`src/rtl/ws_multi_string_driver_pkg.sv`:
```
// Shared timing defaults, FSM encoding and count helpers for the parallel WS2812B/SK6812 driver.
package ws_multi_string_driver_pkg;

    localparam int DEF_CLK_PERIOD_NS = 100;
    localparam int DEF_T0H_NS        = 400;
    localparam int DEF_T1H_NS        = 800;
    localparam int DEF_BIT_NS        = 1250;
    localparam int DEF_LATCH_NS      = 50000;

    typedef enum logic [1:0] {
        ST_IDLE  = 2'd0,
        ST_SHIFT = 2'd1,
        ST_LATCH = 2'd2
    } ws_state_e;

    // Rounds up so a pulse is never shorter than the requested time.
    function automatic int get_count(input int t_ns, input int clk_ns);
        return (t_ns + clk_ns - 1) / clk_ns;
    endfunction

    function automatic int max_int(input int a, input int b);
        return (a > b) ? a : b;
    endfunction

endpackage

```
`src/rtl/ws_bit_timer.sv`:
```
// Shared phase/latch counter: cleared by the FSM, free-running otherwise, with the compares it needs.
module ws_bit_timer #(
    parameter int CNT_W     = 9,
    parameter int T0_CNT    = 4,
    parameter int T1_CNT    = 8,
    parameter int BIT_CNT   = 13,
    parameter int LATCH_CNT = 500
) (
    input  logic clk,
    input  logic rst_n,
    input  logic i_clear,
    output logic o_bit_tc,
    output logic o_latch_tc,
    output logic o_lt_t0,
    output logic o_lt_t1
);

    logic [CNT_W-1:0] r_count;

    // NOTE: sequential state uses non-blocking assignments so every flop samples pre-edge values.
    always_ff @(posedge clk or negedge rst_n) begin
        if (!rst_n)       r_count <= '0;
        else if (i_clear) r_count <= '0;
        else              r_count <= r_count + 1'b1;
    end

    assign o_bit_tc   = (r_count == CNT_W'(BIT_CNT - 1));
    assign o_latch_tc = (r_count == CNT_W'(LATCH_CNT - 1));
    assign o_lt_t0    = (r_count < CNT_W'(T0_CNT));
    assign o_lt_t1    = (r_count < CNT_W'(T1_CNT));

endmodule

```
`src/rtl/ws_multi_string_driver.sv`:
```
// Parallel WS2812B/SK6812 driver: one word per string shifted out in lockstep, with a one-deep
// holding register for gapless words, an explicit latch pulse and an underrun status pulse.
module ws_multi_string_driver
    import ws_multi_string_driver_pkg::*;
#(
    parameter int N_STRINGS      = 8,
    parameter int BITS_PER_PIXEL = 24,
    parameter int CLK_PERIOD_NS  = DEF_CLK_PERIOD_NS,
    parameter int T0H_NS         = DEF_T0H_NS,
    parameter int T1H_NS         = DEF_T1H_NS,
    parameter int BIT_NS         = DEF_BIT_NS,
    parameter int LATCH_NS       = DEF_LATCH_NS,
    parameter bit SDI_INVERT     = 1'b0
) (
    input  logic                                clk,
    input  logic                                rst_n,
    input  logic [N_STRINGS*BITS_PER_PIXEL-1:0] pixel_data,
    input  logic                                pixel_valid,
    output logic                                pixel_ready,
    input  logic                                latch_valid,
    output logic                                latch_ready,
    output logic                                busy,
    output logic                                underrun,
    output logic [N_STRINGS-1:0]                sdi
);

    localparam int T0_CNT    = get_count(T0H_NS, CLK_PERIOD_NS);
    localparam int T1_CNT    = get_count(T1H_NS, CLK_PERIOD_NS);
    localparam int BIT_CNT   = get_count(BIT_NS, CLK_PERIOD_NS);
    localparam int LATCH_CNT = get_count(LATCH_NS, CLK_PERIOD_NS);
    localparam int CNT_W     = $clog2(max_int(BIT_CNT, LATCH_CNT) + 1);
    localparam int IDX_W     = (BITS_PER_PIXEL > 1) ? $clog2(BITS_PER_PIXEL) : 1;
    localparam int WORD_W    = N_STRINGS * BITS_PER_PIXEL;

    if (T0_CNT >= T1_CNT || T1_CNT >= BIT_CNT) begin : g_bad_timing
        $error("ws_multi_string_driver: bit timing requires T0_CNT < T1_CNT < BIT_CNT");
    end

    ws_state_e          r_state;
    logic [WORD_W-1:0]  r_hold;
    logic               r_hold_full;
    logic [WORD_W-1:0]  r_shift;
    logic [IDX_W-1:0]   r_bit_idx;
    logic [N_STRINGS-1:0] r_sdi;
    logic               r_underrun;

    logic               w_bit_tc, w_latch_tc, w_lt_t0, w_lt_t1;
    logic               w_last_bit, w_word_end, w_pixel_acc, w_latch_acc, w_unload, w_timer_clear;
    logic [WORD_W-1:0]  w_shifted;
    logic [N_STRINGS-1:0] w_sdi_next;

    assign w_last_bit    = (r_bit_idx == IDX_W'(BITS_PER_PIXEL - 1));
    assign w_word_end    = (r_state == ST_SHIFT) && w_bit_tc && w_last_bit;
    assign w_pixel_acc   = pixel_valid && !r_hold_full;
    assign w_latch_acc   = latch_valid && latch_ready;
    assign w_unload      = r_hold_full && ((r_state == ST_IDLE) || w_word_end);
    assign w_timer_clear = (r_state == ST_IDLE)
                        || ((r_state == ST_SHIFT) && w_bit_tc)
                        || ((r_state == ST_LATCH) && w_latch_tc);

    ws_bit_timer #(
        .CNT_W     (CNT_W),
        .T0_CNT    (T0_CNT),
        .T1_CNT    (T1_CNT),
        .BIT_CNT   (BIT_CNT),
        .LATCH_CNT (LATCH_CNT)
    ) u_timer (
        .clk        (clk),
        .rst_n      (rst_n),
        .i_clear    (w_timer_clear),
        .o_bit_tc   (w_bit_tc),
        .o_latch_tc (w_latch_tc),
        .o_lt_t0    (w_lt_t0),
        .o_lt_t1    (w_lt_t1)
    );

    // NOTE: every combinational output gets a default first, so no path can infer a latch.
    always_comb begin
        w_sdi_next = {N_STRINGS{SDI_INVERT}};
        w_shifted  = '0;
        for (int i = 0; i < N_STRINGS; i++) begin
            w_shifted[i*BITS_PER_PIXEL +: BITS_PER_PIXEL] = r_shift[i*BITS_PER_PIXEL +: BITS_PER_PIXEL] << 1;
            if (r_state == ST_SHIFT)
                w_sdi_next[i] = (w_lt_t0 | (r_shift[i*BITS_PER_PIXEL + BITS_PER_PIXEL - 1] & w_lt_t1))
                              ^ SDI_INVERT;
        end
    end

    // NOTE: word storage carries no reset; the reset-cleared state and hold_full qualify its contents.
    always_ff @(posedge clk) begin
        if (w_pixel_acc) r_hold <= pixel_data;
        if (w_unload)
            r_shift <= r_hold;
        else if ((r_state == ST_SHIFT) && w_bit_tc)
            r_shift <= w_shifted;
    end

    always_ff @(posedge clk or negedge rst_n) begin
        if (!rst_n) begin
            r_state     <= ST_IDLE;
            r_hold_full <= 1'b0;
            r_bit_idx   <= '0;
            r_sdi       <= {N_STRINGS{SDI_INVERT}};
            r_underrun  <= 1'b0;
        end else begin
            r_sdi       <= w_sdi_next;
            r_underrun  <= 1'b0;
            r_hold_full <= (r_hold_full && !w_unload) || w_pixel_acc;
            case (r_state)
                ST_IDLE: begin
                    r_bit_idx <= '0;
                    if (r_hold_full)      r_state <= ST_SHIFT;
                    else if (w_latch_acc) r_state <= ST_LATCH;
                end
                ST_SHIFT: begin
                    if (w_bit_tc) begin
                        if (w_last_bit) begin
                            r_bit_idx <= '0;
                            // A pending latch request counts as a planned end of sequence.
                            if (!r_hold_full) begin
                                r_state    <= ST_IDLE;
                                r_underrun <= !latch_valid;
                            end
                        end else begin
                            r_bit_idx <= r_bit_idx + 1'b1;
                        end
                    end
                end
                ST_LATCH: if (w_latch_tc) r_state <= ST_IDLE;
                default:  r_state <= ST_IDLE;
            endcase
        end
    end

    assign pixel_ready = !r_hold_full;
    assign latch_ready = (r_state == ST_IDLE) && !r_hold_full && !pixel_valid;
    assign busy        = (r_state != ST_IDLE);
    assign underrun    = r_underrun;
    assign sdi         = r_sdi;

endmodule
```
`config.mk`:
```
export PLATFORM = sky130hd
export DESIGN_NAME = ws_multi_string_driver
export DESIGN_NICKNAME = d
export VERILOG_FILES = /design/src/rtl/ws_multi_string_driver_pkg.sv /design/src/rtl/ws_bit_timer.sv /design/src/rtl/ws_multi_string_driver.sv
export SDC_FILE = /design/constraint.sdc
export NUM_CORES = 1
export LEC_CHECK = 0
export CAP_MARGIN = 0
export CORE_ASPECT_RATIO = 0.9
export CORE_UTILIZATION = 49
export DETAILED_ROUTE_END_ITERATION = 10
export GPL_TIMING_DRIVEN = 1
export PLACE_DENSITY = 0.75
export SLEW_MARGIN = 20
export SYNTH_ARGS = -nofsm -noshare
export SYNTH_HDL_FRONTEND = slang
export SYNTH_HIERARCHICAL = 1
export SYNTH_SLANG_ARGS = --single-unit
```
`constraint.sdc`:
```
create_clock -name clk -period 9.3 [get_ports clk]
set_clock_uncertainty 0.05 [all_clocks]
set_input_delay 2.325 -clock clk [delete_from_list [all_inputs] [get_ports clk]]
set_output_delay 2.325 -clock clk [all_outputs]
set_load 0.02 [all_outputs]
```
## Word level (Yosys, flattened, before mapping)

Cells that the tools add are included.

- Equal/unequal tests: 10
- Bitwise operators: 16
- Order comparisons: 2
- $add $sub $neg: 2
- Reduce and logical (&&, ||, !) cells: 23
- Muxes and demuxes: 25

Operators with widths:

| cell | count |
|---|---|
| $mux 192 | 2 |
| $mux 1 | 12 |
| $mux 2 | 6 |
| $mux 5 | 2 |
| $pmux 5 s2 | 1 |
| $add 9x1->9 const B | 1 |
| $eq 9x4->1 const B | 1 |
| $eq 9x9->1 const B | 1 |
| $logic_and 1x1->1 | 9 |
| $lt 9x3->1 const B | 1 |
| $lt 9x4->1 const B | 1 |
| $mux 9 | 1 |
| $and 1x1->1 | 8 |
| $ne 2x2->1 const B | 4 |
| $or 1x1->1 | 8 |
| $pmux 2 s3 | 1 |
| $reduce_bool 2->1 | 3 |
| $add 5x1->5 const B | 1 |
| $eq 5x5->1 const B | 1 |
| $reduce_and 5->1 | 1 |
| $logic_not 1->1 | 4 |
| $logic_or 1x1->1 | 4 |
| $ne 3x3->1 const B | 1 |
| $eq 2x1->1 const B | 1 |
| other kinds (3) | 3 |

- Flip-flop bits (word level): 410
- Output and inout bits: 12
- Input port bits: 196

## Depth between registers and ports, before layout

- Depth after elaboration: 8
- Depth in mapped cells: 10
- Mapped depth without buffers: 7

## Hierarchy

The synthesis kept the hierarchy.

Modules (own cells, without submodules):

| module | instances | cells each | area an instance (um^2) |
|---|---|---|---|
| ws_multi_string_driver | 1 | 686 | 14666.6 |
| ws_bit_timer | 1 | 52 | 495.5 |

## Worst setup path before layout

OpenSTA, ideal clock, no wires.

- Path type: in2reg
- Start point: input port pixel_valid
- End point: register r_hold[0] (enable)
- Arrival: 10.607 ns
- Path slack: -2.124 ns
- Library setup time: 0.767 ns
- Stages on the path: 1
- Path buffers: 0
- Cells stage by stage: nor2b_1

- Longest elaborated chain between the ends: 1

RTL lines:

| element | RTL line | text |
|---|---|---|
| start, declared | ws_multi_string_driver.sv:18 | `input logic pixel_valid,` |
| $logic_and 1x1->1 | ws_multi_string_driver.sv:54 | `assign w_pixel_acc = pixel_valid && !r_hold_full;` |
| end signal, assigned | ws_multi_string_driver.sv:91 | `if (w_pixel_acc) r_hold <= pixel_data;` |
| end, declared | ws_multi_string_driver.sv:40 | `logic [WORD_W-1:0] r_hold;` |

No other way between the ends.
A chain may end at the register's enable or synchronous reset.

## Worst setup path in the final report

- Start point: input port pixel_valid
- End point: output port latch_ready

- Longest elaborated chain between the ends: 2

RTL lines:

| element | RTL line | text |
|---|---|---|
| $logic_not 1->1 | ws_multi_string_driver.sv:136 | `assign latch_ready = (r_state == ST_IDLE) && !r_hold_full && !pixel_valid;` |
| $logic_and 1x1->1 | ws_multi_string_driver.sv:136 |  |
| end, declared | ws_multi_string_driver.sv:21 | `output logic latch_ready,` |

No other way between the ends.

==> metrics <==
status completed; worst slack at placement around 3.3 ns; classification of the worst setup path in -> out; aggregate global-route resource usage 15.40%; Worst Setup Start Kind input pin; class of the tightest hold or removal check reg -> reg; Total Die Area approximately 32,000 um^2; maximum fanout along the worst path 4; top cell type's share of synthesized area 76.05%; Seq/Total Area, Yosys around 80%; portion of the clock cycle consumed by the worst path in the final layout about two thirds; fraction of synthesis flops using an asynchronous set or reset pin 6.341%; final-report setup violation count 0; part of the power in the clock network 44.3%; cell internal pwr 3.076 mW; net count after synthesis about 940; worst-margin pin slew 1.096 ns; cell chosen for the clock root clkbuf_16; total of hold buffers inserted after clock tree synthesis 0; total negative slack for setup checks 0 ns; min Tclk post-route 6.035 ns; ANT nets after route 0; number of setup buffers added after CTS 0; total via count after detailed routing about 7,100; DR pass1 iterations 4; count of routing violations after the opening detailed-route iteration between 400 and 500; Slew headroom 26.94%; H-tree levels 2; Switching Power between 600 and 700 uW; global-route wire length before repair 37.98 mm; Post-route DRC 0; Lkg Pwr 5.387 nW; antenna violations before repair 2; post-synthesis cell count 738; Req. time, crit path 6.93 ns; final worst-path setup slack 3.265 ns; horizontal die dimension 187.4 um; Placeable Area 30,180 um^2; most area-consuming cells after synthesis edfxtp_1 76%, mux2_2 14%, dfrtp_1 4.3%; proportion of layout cells with a drive suffix above 1 26.23%; Die Ht 168.9 um; Achievable Freq 165.7 MHz; Top FF cell, synth edfxtp_1; power per standard cell area 197.9 nW/um^2; share of total power in combinational logic 2.3%; maximum capacitance violations 0; half-perimeter wire length after detailed placement 14.56 mm; maximum ir drop on the vdd rail 0.1475 mV; global route total overflow 0; vias in the first global route approximately 7,200; Max Root-Sink Buffers 3; Initial Util between 50 and 60%; netlist area before placement ~15,000 um^2; quantity of gates resized following cts 0; Yosys warnings 6; largest net degree at the start of global routing 194; most area-hungry cell type in the Yosys netlist edfxtp_1; arrival time at the worst endpoint 3.66 ns; wire length after detailed routing 24.42 mm; clk slew on worst S/H paths 0.06 ns; sequential power share 53.4%; Tot Pwr ~3.8 mW; number of cell rows 60; syn_area_per_cell 20.54 um^2; unrepaired setup endpoints after global routing false; layout overhead on the synthesized area 25.05%; TritonCTS clock tree built; unique cell type count in the Yosys netlist 39; Hold Violations, Final 0; number of buffer cells added on primary ports 207; EDFF count, synth 384; worst-skew pair later-pin latency 0.53 ns; clock sink total 410; wire length per cell 17.41 um; switching fraction of total power 18.00%; routed via count divided by cell count just over 5; Critical Path Sink Type output port; Num CTS Buffers 42; Fin Hold WS around 0.44 ns; io pins 208; Placer Congestion 0.7358; flip-flop and latch count after synthesis 410; max-slew violations 0; number of nets in the final layout 1,167
layout by cell type (no fill, tap or decap), types with 2 or more instances in the layout:
cell	instances
xnor2_1	2
nor3_1	2
nand3_1	6
clkbuf_1	10
o21ai_0	4
or3_1	5
clkdlybuf4s50_1	207
dfrtp_1	26
a21oi_1	15
nand2b_1	3
clkinv_1	4
bufinv_16	5
nor2_1	25
nand4_1	2
mux2i_1	2
buf_4	8
a22o_1	2
nor4_1	2
edfxtp_1	384
inv_1	14
nor2b_1	2
mux2_2	184
clkbuf_8	2
nand2_1	7
clkbuf_16	43
ha_1	3
clkinv_2	8
worst max-delay path, stage by stage:
cell and delay, ns:
clkdlybuf4s50_1 0.49, nor3_1 0.21, clkdlybuf4s50_1 0.63
registers in the layout, summed over array words and instances, names as in the netlist:
name / count
r_state: 2
r_bit_idx: 5
r_shift: 192
r_hold: 192
sdi: 8
r_hold_full: 1
u_timer/r_count: 9
underrun: 1
logic make-up after synthesis:
logic type               Yosys count  synth area share [%]
adder cells (fa/ha/maj)            3                0.2476
AO/OA/AOI/OAI                     27                 1.073
AND/OR/NAND/NOR                   64                 2.269
flip-flops                       410                 80.34
multiplexers                     187                 13.87
XOR/XNOR                           3                0.1733
buffers and inverters             44                 2.022
path summary, 6_finish.rpt:
path / cells past startpoint / to / slack [ns] / start
worst max-delay path: 3 / latch_ready / 3.27 / pixel_valid
worst min register to register: 2 / sdi[2]$_DFF_PN0_ / 0.44 / r_shift[71]$_DFFE_PP_
max in group asynchronous: 2 / u_timer/r_count[6]$_DFF_PN0_ / 6.80 / rst_n
worst max register to register: 7 / r_shift[3]$_DFFE_PP_ / 5.84 / u_timer/r_count[5]$_DFF_PN0_
min in group asynchronous: 2 / sdi[5]$_DFF_PN0_ / 2.14 / rst_n
worst min-delay path: 2 / sdi[2]$_DFF_PN0_ / 0.44 / r_shift[71]$_DFFE_PP_
layout make-up:
type	count	area, um^2
sequential	410	12180
timing repair buffer	216	2152
antenna	1	2.502
tap	403	504.2
inverter	14	52.55
clock inverter	20	230.2
fill	2136	11220
clock buffer	55	1141
multi-input combinational	284	2695
layer usage:
metal | track usage, % | vias to the layer above | share of wire, %
li1 | - | 3329 | -
met2 | 25.10 | 184 | 49
met3 | 4.396 | 41 | 6.4
met5 | 0 | - | 0.045
met4 | 4.701 | 2 | 1.9
met1 | 20.19 | 3513 | 43
power by group through the flow:
stage / Combinational, mW / Sequential [mW] / Clock (mW)
final: 0.0872 / 2.00 / 1.66
after global routing: 0.0923 / 2.00 / 1.78
after CTS: 0.0882 / 2.00 / 1.71
after detailed placement: 0.0878 / 2.04 / 0
after global placement: 0.0864 / 2.04 / 0
after floorplan: 0.000142 / 2.04 / 0
metrics by stage:
step,area [um^2],instances,utilization (%)
2_1_floorplan,15170,738,-
3_3_place_gp,17580,1327,58.25
3_5_place_dp,17580,1327,58.25
4_1_cts,18950,1402,62.80
5_1_grt,18960,1402,62.82
6_report,18960,1403,62.82
Yosys cell counts, drive strengths merged (5+ instances only):
library cell and instances:
edfxtp 384, mux2 185, dfrtp 26, nor2 26
buf 24, a21oi 15, inv 14, nand2 7
nand3 7, clkbuf 6, o21ai 5, or3 5
No activity file was read; power rests on OpenSTA's default activity.
